--- config.mk ---
export PLATFORM = sky130hd
export DESIGN_NAME = ft_oh_arbiter
export DESIGN_NICKNAME = d
export VERILOG_FILES = /design/src/rtl/ft_arb_pkg.sv /design/src/rtl/ft_rr_picker.sv /design/src/rtl/ft_oh_arbiter.sv
export SDC_FILE = /design/constraint.sdc
export NUM_CORES = 1
export LEC_CHECK = 0
export ABC_AREA = 1
export ABC_CLOCK_PERIOD_IN_PS = 2720
export CAP_MARGIN = 20
export CORE_ASPECT_RATIO = 1.4
export CORE_MARGIN = 2
export CORE_UTILIZATION = 30
export CTS_CLUSTER_DIAMETER = 80
export DETAILED_ROUTE_END_ITERATION = 12
export PLACE_DENSITY = 0.59
export SYNTH_ARGS = -nofsm -noshare
export SYNTH_HDL_FRONTEND = slang
export SYNTH_SLANG_ARGS = --single-unit
--- constraint.sdc ---
create_clock -name clk -period 2.72 [get_ports clk]
set_input_delay 0.408 -clock clk [delete_from_list [all_inputs] [get_ports clk]]
set_output_delay 0.408 -clock clk [all_outputs]
set_load 0.005 [all_outputs]
--- src/rtl/ft_arb_pkg.sv ---
// ft_arb_pkg: shared types and constants for the FT245 outgoing-channel arbiter.
//   arb_state_t   - packet-sequencing states
//   PKT_DATA_CODE - status[3:0] value marking a packet that carries data words
//   WORD_W/CNT_W  - header word and data-count field widths
package ft_arb_pkg;
    typedef enum logic [2:0] {
        S_IDLE,
        S_GRANT,
        S_HDR,
        S_GAP,
        S_DATA,
        S_PAD,
        S_RELEASE
    } arb_state_t;

    localparam logic [3:0] PKT_DATA_CODE = 4'hD;
    localparam int WORD_W = 32;
    localparam int CNT_W = 28;

    function automatic logic is_data_pkt(input logic [WORD_W-1:0] status);
        return status[3:0] == PKT_DATA_CODE;
    endfunction
endpackage

--- src/rtl/ft_rr_picker.sv ---
// ft_rr_picker: combinational round-robin select, first set request at or after ptr.
//   req   - request vector
//   ptr   - index where the search starts
//   idx   - winning index (0 when nothing requests)
//   valid - any request set
module ft_rr_picker #(
    parameter int N = 2
) (
    input  logic [N-1:0]         req,
    input  logic [$clog2(N)-1:0] ptr,
    output logic [$clog2(N)-1:0] idx,
    output logic                 valid
);
    localparam int IW = $clog2(N);

    logic [N-1:0] rot;

    // rot[k] is req[(ptr+k) mod N]; the lowest set k is the winner
    always_comb begin
        rot = N'({req, req} >> ptr);
        idx = '0;
        valid = |req;
        for (int k = N - 1; k >= 0; k--)
            if (rot[k]) idx = IW'((int'(ptr) + k) % N);
    end
endmodule

--- src/rtl/ft_oh_arbiter.sv ---
// ft_oh_arbiter: round-robin, packet-atomic sharing of the FT245 outgoing channel.
//   clk, rst_n                      - clock, async active-low reset
//   rq_req/rq_valid                 - per-requester request level and word-valid
//   rq_status/address/data/count    - packed per-requester header and data
//   rq_gnt/rq_next/rq_done          - grant level, word-consumed and packet-done pulses
//   oh_ready/oh_en                  - host handshake and transfer strobe
//   out_status/address/count/data   - registered words to the host
//   busy/timeout_err                - grant active, padding-start pulse
module ft_oh_arbiter
    import ft_arb_pkg::*;
#(
    parameter int NUM_REQ = 2,
    parameter int TIMEOUT = 1024
) (
    input  logic                       clk,
    input  logic                       rst_n,
    input  logic [NUM_REQ-1:0]         rq_req,
    input  logic [WORD_W*NUM_REQ-1:0]  rq_status,
    input  logic [WORD_W*NUM_REQ-1:0]  rq_address,
    input  logic [WORD_W*NUM_REQ-1:0]  rq_data,
    input  logic [CNT_W*NUM_REQ-1:0]   rq_data_count,
    input  logic [NUM_REQ-1:0]         rq_valid,
    output logic [NUM_REQ-1:0]         rq_gnt,
    output logic [NUM_REQ-1:0]         rq_next,
    output logic [NUM_REQ-1:0]         rq_done,
    input  logic                       oh_ready,
    output logic                       oh_en,
    output logic [WORD_W-1:0]          out_status,
    output logic [WORD_W-1:0]          out_address,
    output logic [CNT_W-1:0]           out_data_count,
    output logic [WORD_W-1:0]          out_data,
    output logic                       busy,
    output logic                       timeout_err
);
    localparam int IW = $clog2(NUM_REQ);
    localparam int WD_W = $clog2(TIMEOUT + 1);
    localparam logic [NUM_REQ-1:0] ONE = NUM_REQ'(1);

    arb_state_t state, nxt;
    logic [IW-1:0] w, rr_ptr, pick;
    logic pick_v, pad, v_w, xfer, fire, wd_cnt;
    logic [NUM_REQ-1:0][WORD_W-1:0] st_a, ad_a, da_a;
    logic [NUM_REQ-1:0][CNT_W-1:0] cn_a;
    logic [WORD_W-1:0] h_status, h_addr;
    logic [CNT_W-1:0] h_cnt, remaining;
    logic [WD_W-1:0] wd;
    logic [NUM_REQ-1:0] gnt_vec;

    assign st_a = rq_status;
    assign ad_a = rq_address;
    assign da_a = rq_data;
    assign cn_a = rq_data_count;
    assign busy = |rq_gnt;

    ft_rr_picker #(.N(NUM_REQ)) u_pick (
        .req  (rq_req),
        .ptr  (rr_ptr),
        .idx  (pick),
        .valid(pick_v)
    );

    always_ff @(posedge clk or negedge rst_n)
        if (!rst_n) state <= S_IDLE;
        else state <= nxt;

    always_comb begin
        nxt = state;
        case (state)
            S_IDLE:    nxt = pick_v ? S_GRANT : S_IDLE;
            S_GRANT:   nxt = S_HDR;
            S_HDR:     nxt = xfer ? S_GAP : S_HDR;
            S_GAP:     nxt = (remaining == '0) ? S_RELEASE : pad ? S_PAD : S_DATA;
            S_DATA:    nxt = xfer ? S_GAP : fire ? S_PAD : S_DATA;
            S_PAD:     nxt = xfer ? S_GAP : S_PAD;
            S_RELEASE: nxt = S_IDLE;
            default:   nxt = S_IDLE;
        endcase
    end

    // A header stall never times out: nothing has reached the host yet,
    // so there is no frame to complete.
    always_comb begin
        v_w = rq_valid[w];
        gnt_vec = ONE << w;
        wd_cnt = (state == S_HDR || state == S_DATA) && !v_w && wd != WD_W'(TIMEOUT);
        xfer = oh_ready && ((((state == S_HDR) || (state == S_DATA)) && v_w) || state == S_PAD);
        fire = state == S_DATA && !v_w && wd == WD_W'(TIMEOUT - 1);
    end

    always_ff @(posedge clk or negedge rst_n)
        if (!rst_n) begin
            rq_gnt <= '0;
            rq_next <= '0;
            rq_done <= '0;
            oh_en <= 1'b0;
            timeout_err <= 1'b0;
            out_status <= '0;
            out_address <= '0;
            out_data_count <= '0;
            out_data <= '0;
            w <= '0;
            rr_ptr <= '0;
            pad <= 1'b0;
            wd <= '0;
            h_status <= '0;
            h_addr <= '0;
            h_cnt <= '0;
            remaining <= '0;
        end else begin
            oh_en <= xfer;
            rq_next <= (xfer && state != S_PAD) ? gnt_vec : '0;
            rq_done <= (state == S_RELEASE) ? gnt_vec : '0;
            timeout_err <= fire;
            wd <= xfer ? '0 : wd_cnt ? wd + 1'b1 : wd;
            case (state)
                S_IDLE: if (pick_v) begin
                    w <= pick;
                    rq_gnt <= ONE << pick;
                    pad <= 1'b0;
                end
                S_GRANT: begin
                    h_status <= st_a[w];
                    h_addr <= ad_a[w];
                    h_cnt <= cn_a[w];
                    remaining <= is_data_pkt(st_a[w]) ? cn_a[w] : '0;
                end
                S_HDR: if (xfer) begin
                    out_status <= h_status;
                    out_address <= h_addr;
                    out_data_count <= h_cnt;
                    out_data <= da_a[w];
                end
                S_DATA: begin
                    if (xfer) begin
                        out_data <= da_a[w];
                        remaining <= remaining - 1'b1;
                    end
                    if (fire) pad <= 1'b1;
                end
                S_PAD: if (xfer) begin
                    out_data <= '0;
                    remaining <= remaining - 1'b1;
                end
                S_RELEASE: begin
                    rq_gnt <= '0;
                    rr_ptr <= (w == IW'(NUM_REQ - 1)) ? '0 : w + 1'b1;
                end
                default: ;
            endcase
        end
endmodule

==> results.yml <==
run_status:
  outcome: "finished, final reports clean"
finish:
  drive_gt1_share_pct: 8.78
  fillers: 4320
  stdcell_area_mm2: 0.0185
  layout_commonest_cell: "nand2_1"
  syn_to_final_growth_pct: 42.5
  final_nets: 2227
  most-common-layout-cells: "nand2_1 (557), clkdlybuf4s50_1 (386), dfrtp_1 (268)"
pwr:
  clkPwrFrac_pct: 21.3
  switching_share_pct: 38.8
  p_seq_share_pct: 33.4
  p_sw_mw: 8.12
  combPwrFrac_pct: 45.4
  peakVddDrop_mv: 0.563
  leakage_nw: 8.75
  p_int_mw: 12.8
  power_density_mw_per_mm2: 1130
  fin_total_pwr_mw: 20.9
synth:
  mappedNetlistNets: 1862
  syn_inst: 1604
  ys_warn_count: 0
  synth_edf_count: 0
  synth.distinct_cells: 32
  synthFlopType: "dfrtp_1"
  seq_area_frac_synth_pct: 51.9
  synth.ff_latch_count: 269
  netlist_top_cells_area: "dfrtp_1 (52%), nand2_1 (16%), nor2_1 (5.3%), o21ai_2 (4.9%), inv_1 (4.1%)"
  async_flop_share_pct: 100
  synth_area_mm2: 0.0130
  yosysTopAreaCell: "dfrtp_1"
  yosysTopAreaCellShare_pct: 51.9
  syn-mean-instance-area_um2: 8.09
critical_path:
  start_kind: "register"
  cp_data_required_time_ns: 3.15
  critPathBufInv: 3
  critPathKind: "register to register"
  crit_fanout: 43
  critPathArrivalTime_ns: 2.72
  crit_slowest_cell: "dfrtp_4"
  cpPeakStageDelay_ns: 0.68
  crit_chain: "clkinv_2 > buf_12 > o21ai_0 > buf_4 > nor3_1 > a21oi_1 > a21oi_1"
  end_kind: "register"
  critPathTopFamily: "buffers and inverters"
  crit_top_cell: "a21oi_1"
sta:
  hold_viol: 0
  rsz0062_at_grt: "false"
  fmax_mhz: 438
  finClkSkew_ns: 0.0162
  fin_crit_sh_pct: 83.9
  final-max-slew-violation-count: 0
  setup_viol: 0
  worst_pin_slew_ns: 0.859
  period_minus_slack_ns: 2.28
  fin_tns_setup_ns: 0
  maxSlewHeadroom_pct: 42.7
floorplan:
  dieHeight_um: 250
  core_area_mm2: 0.0429
  die_w_um: 180
  die_area_mm2: 0.0449
  start_util_pct: 30.2
  io_pins: 388
  rows: 90
clock_tree:
  cts_setup_buffers: 0
  cts.sinks: 269
  cts_tree: "built"
  numCtsBuffers: 30
  htree_levels: 1
  ctsResizeCount: 0
  cts_max_path_buffers: 3
  hold_buffers: 1
  cts.clk_slew.worst_paths_ns: 0.06
  clock-root-buffer: "clkbuf_16"
  insertion_delay_ns: 0.56
global_routing:
  grt_max_degree: 127
  grt_pass1_wl_mm: 62.8
  overflow: 0
  antenna_found_initial: 2
  first_global_vias: 11800
  track_usage_pct: 17.1
worst_hold_path:
  hp-class: "input port to register"
route:
  routed_via_density: 4.53
  drc_errors: 0
  routed_wl_mm: 39.4
  post_drt_wl_per_cell_um: 15.5
  drt_first_iter_violations: 551
  via_count: 11500
  drtAntennaViolNets: 0
  first_pass_iters: 4
placed_design:
  post-dp-hpwl_mm: 29.0
  gp_congestion: 0.889
  place_area_mm2: 0.0174
  port_buffers: 387
flow_run:
  cap_violations: 0
-- final timing paths --
kind / end / from / slack [ns] / depth (start not counted)
max in group asynchronous: h_status[5] / rst_n / 1.44 / 3
min in group asynchronous: remaining[23] / rst_n / 0.43 / 2
setup / recovery: remaining[25] / w / 0.44 / 7
hold reg to reg: h_addr[11] / h_addr[11] / 0.48 / 2
setup reg to reg: remaining[25] / w / 0.44 / 7
hold / removal: out_data[18] / rq_data[50] / 0.40 / 3
-- cell usage after synthesis, types with 3 or more instances --
library cell and n:
nor2_1 183, buf_6 21, nand3_1 67, buf_1 4, o21ai_0 67, dfrtp_1 269
or2_2 4, nor2_4 3, o21ai_2 73, ha_1 3, xor2_1 6, nor3_1 14
buf_2 17, nand4_1 11, o21ai_1 28, a21oi_1 15, nand3b_1 4, clkbuf_1 35
nand2_1 557, o21bai_1 3, buf_4 7, o31ai_1 61, inv_1 140
-- sequential cells by signal, indices dropped and copies added, names as in the netlist --
| name | flops |
|---|---|
| h_addr | 32 |
| h_status | 32 |
| out_address | 32 |
| out_data | 32 |
| out_status | 32 |
| h_cnt | 28 |
| out_data_count | 28 |
| remaining | 28 |
| wd | 11 |
| state | 3 |
| rq_done | 2 |
| rq_gnt | 2 |
| rq_next | 2 |
| oh_en | 1 |
| pad | 1 |
| rr_ptr | 1 |
| timeout_err | 1 |
| w | 1 |
-- per-stage QoR --
step | worst slack, ns | cells | hold WS [ns] | utilization, %
finish | 0.437 | 2547 | 0.400 | 43.1
global route | 0.205 | 2546 | 0.381 | 43.1
detailed placement | 0.326 | 2488 | 0.449 | 40.5
global placement | 0.327 | 2488 | 0.455 | 40.5
floorplan | 1.08 | 1604 | 0.112 | -
CTS | 0.341 | 2545 | 0.365 | 43.1
-- worst min-delay path: cells and delay by family --
family	cells	cell delay [ns]
AND/OR/NAND/NOR	2	0.11
buffers and inverters	1	0.39
-- area by class of cell --
class / instances / area [um^2] / share of cell area [%]
clock inverter: 16 / 218 / 1.18
sequential: 269 / 6740 / 36.4
antenna: 2 / 5.00 / 0.0271
multi-input combinational: 1109 / 5190 / 28.1
timing repair buffer: 417 / 4230 / 22.9
inverter: 142 / 537 / 2.90
tap: 552 / 691 / 3.74
clock buffer: 40 / 880 / 4.76
-- routing by layer --
| layer | GRT usage, % | up-vias | share of wire [%] |
|---|---|---|---|
| li1 | - | 5816 | - |
| met1 | 19.9 | 5321 | 40 |
| met2 | 31.2 | 336 | 51 |
| met3 | 2.89 | 72 | 5.1 |
| met4 | 6.88 | 0 | 3.8 |
| met5 | 0 | - | 0 |
-- power by group through the flow --
stage | clock network [mW] | logic [mW] | registers [mW]
final | 4.45 | 9.49 | 6.99
after global routing | 4.75 | 10.6 | 7.23
after CTS | 4.60 | 9.64 | 7.01
after detailed placement | 0 | 9.60 | 7.04
after global placement | 0 | 9.47 | 7.00
after floorplan | 0 | 5.39 | 6.83
-- logic make-up after synthesis --
family                   Yosys count  share of synthesized area, %
adder cells (fa/ha/maj)            3                         0.289
flip-flops                       269                          51.9
AND/OR/NAND/NOR                  849                          26.1
XOR/XNOR                           8                         0.540
buffers and inverters            226                          8.12
AO/OA/AOI/OAI                    249                          13.0
No activity file was read; power rests on OpenSTA's default activity.
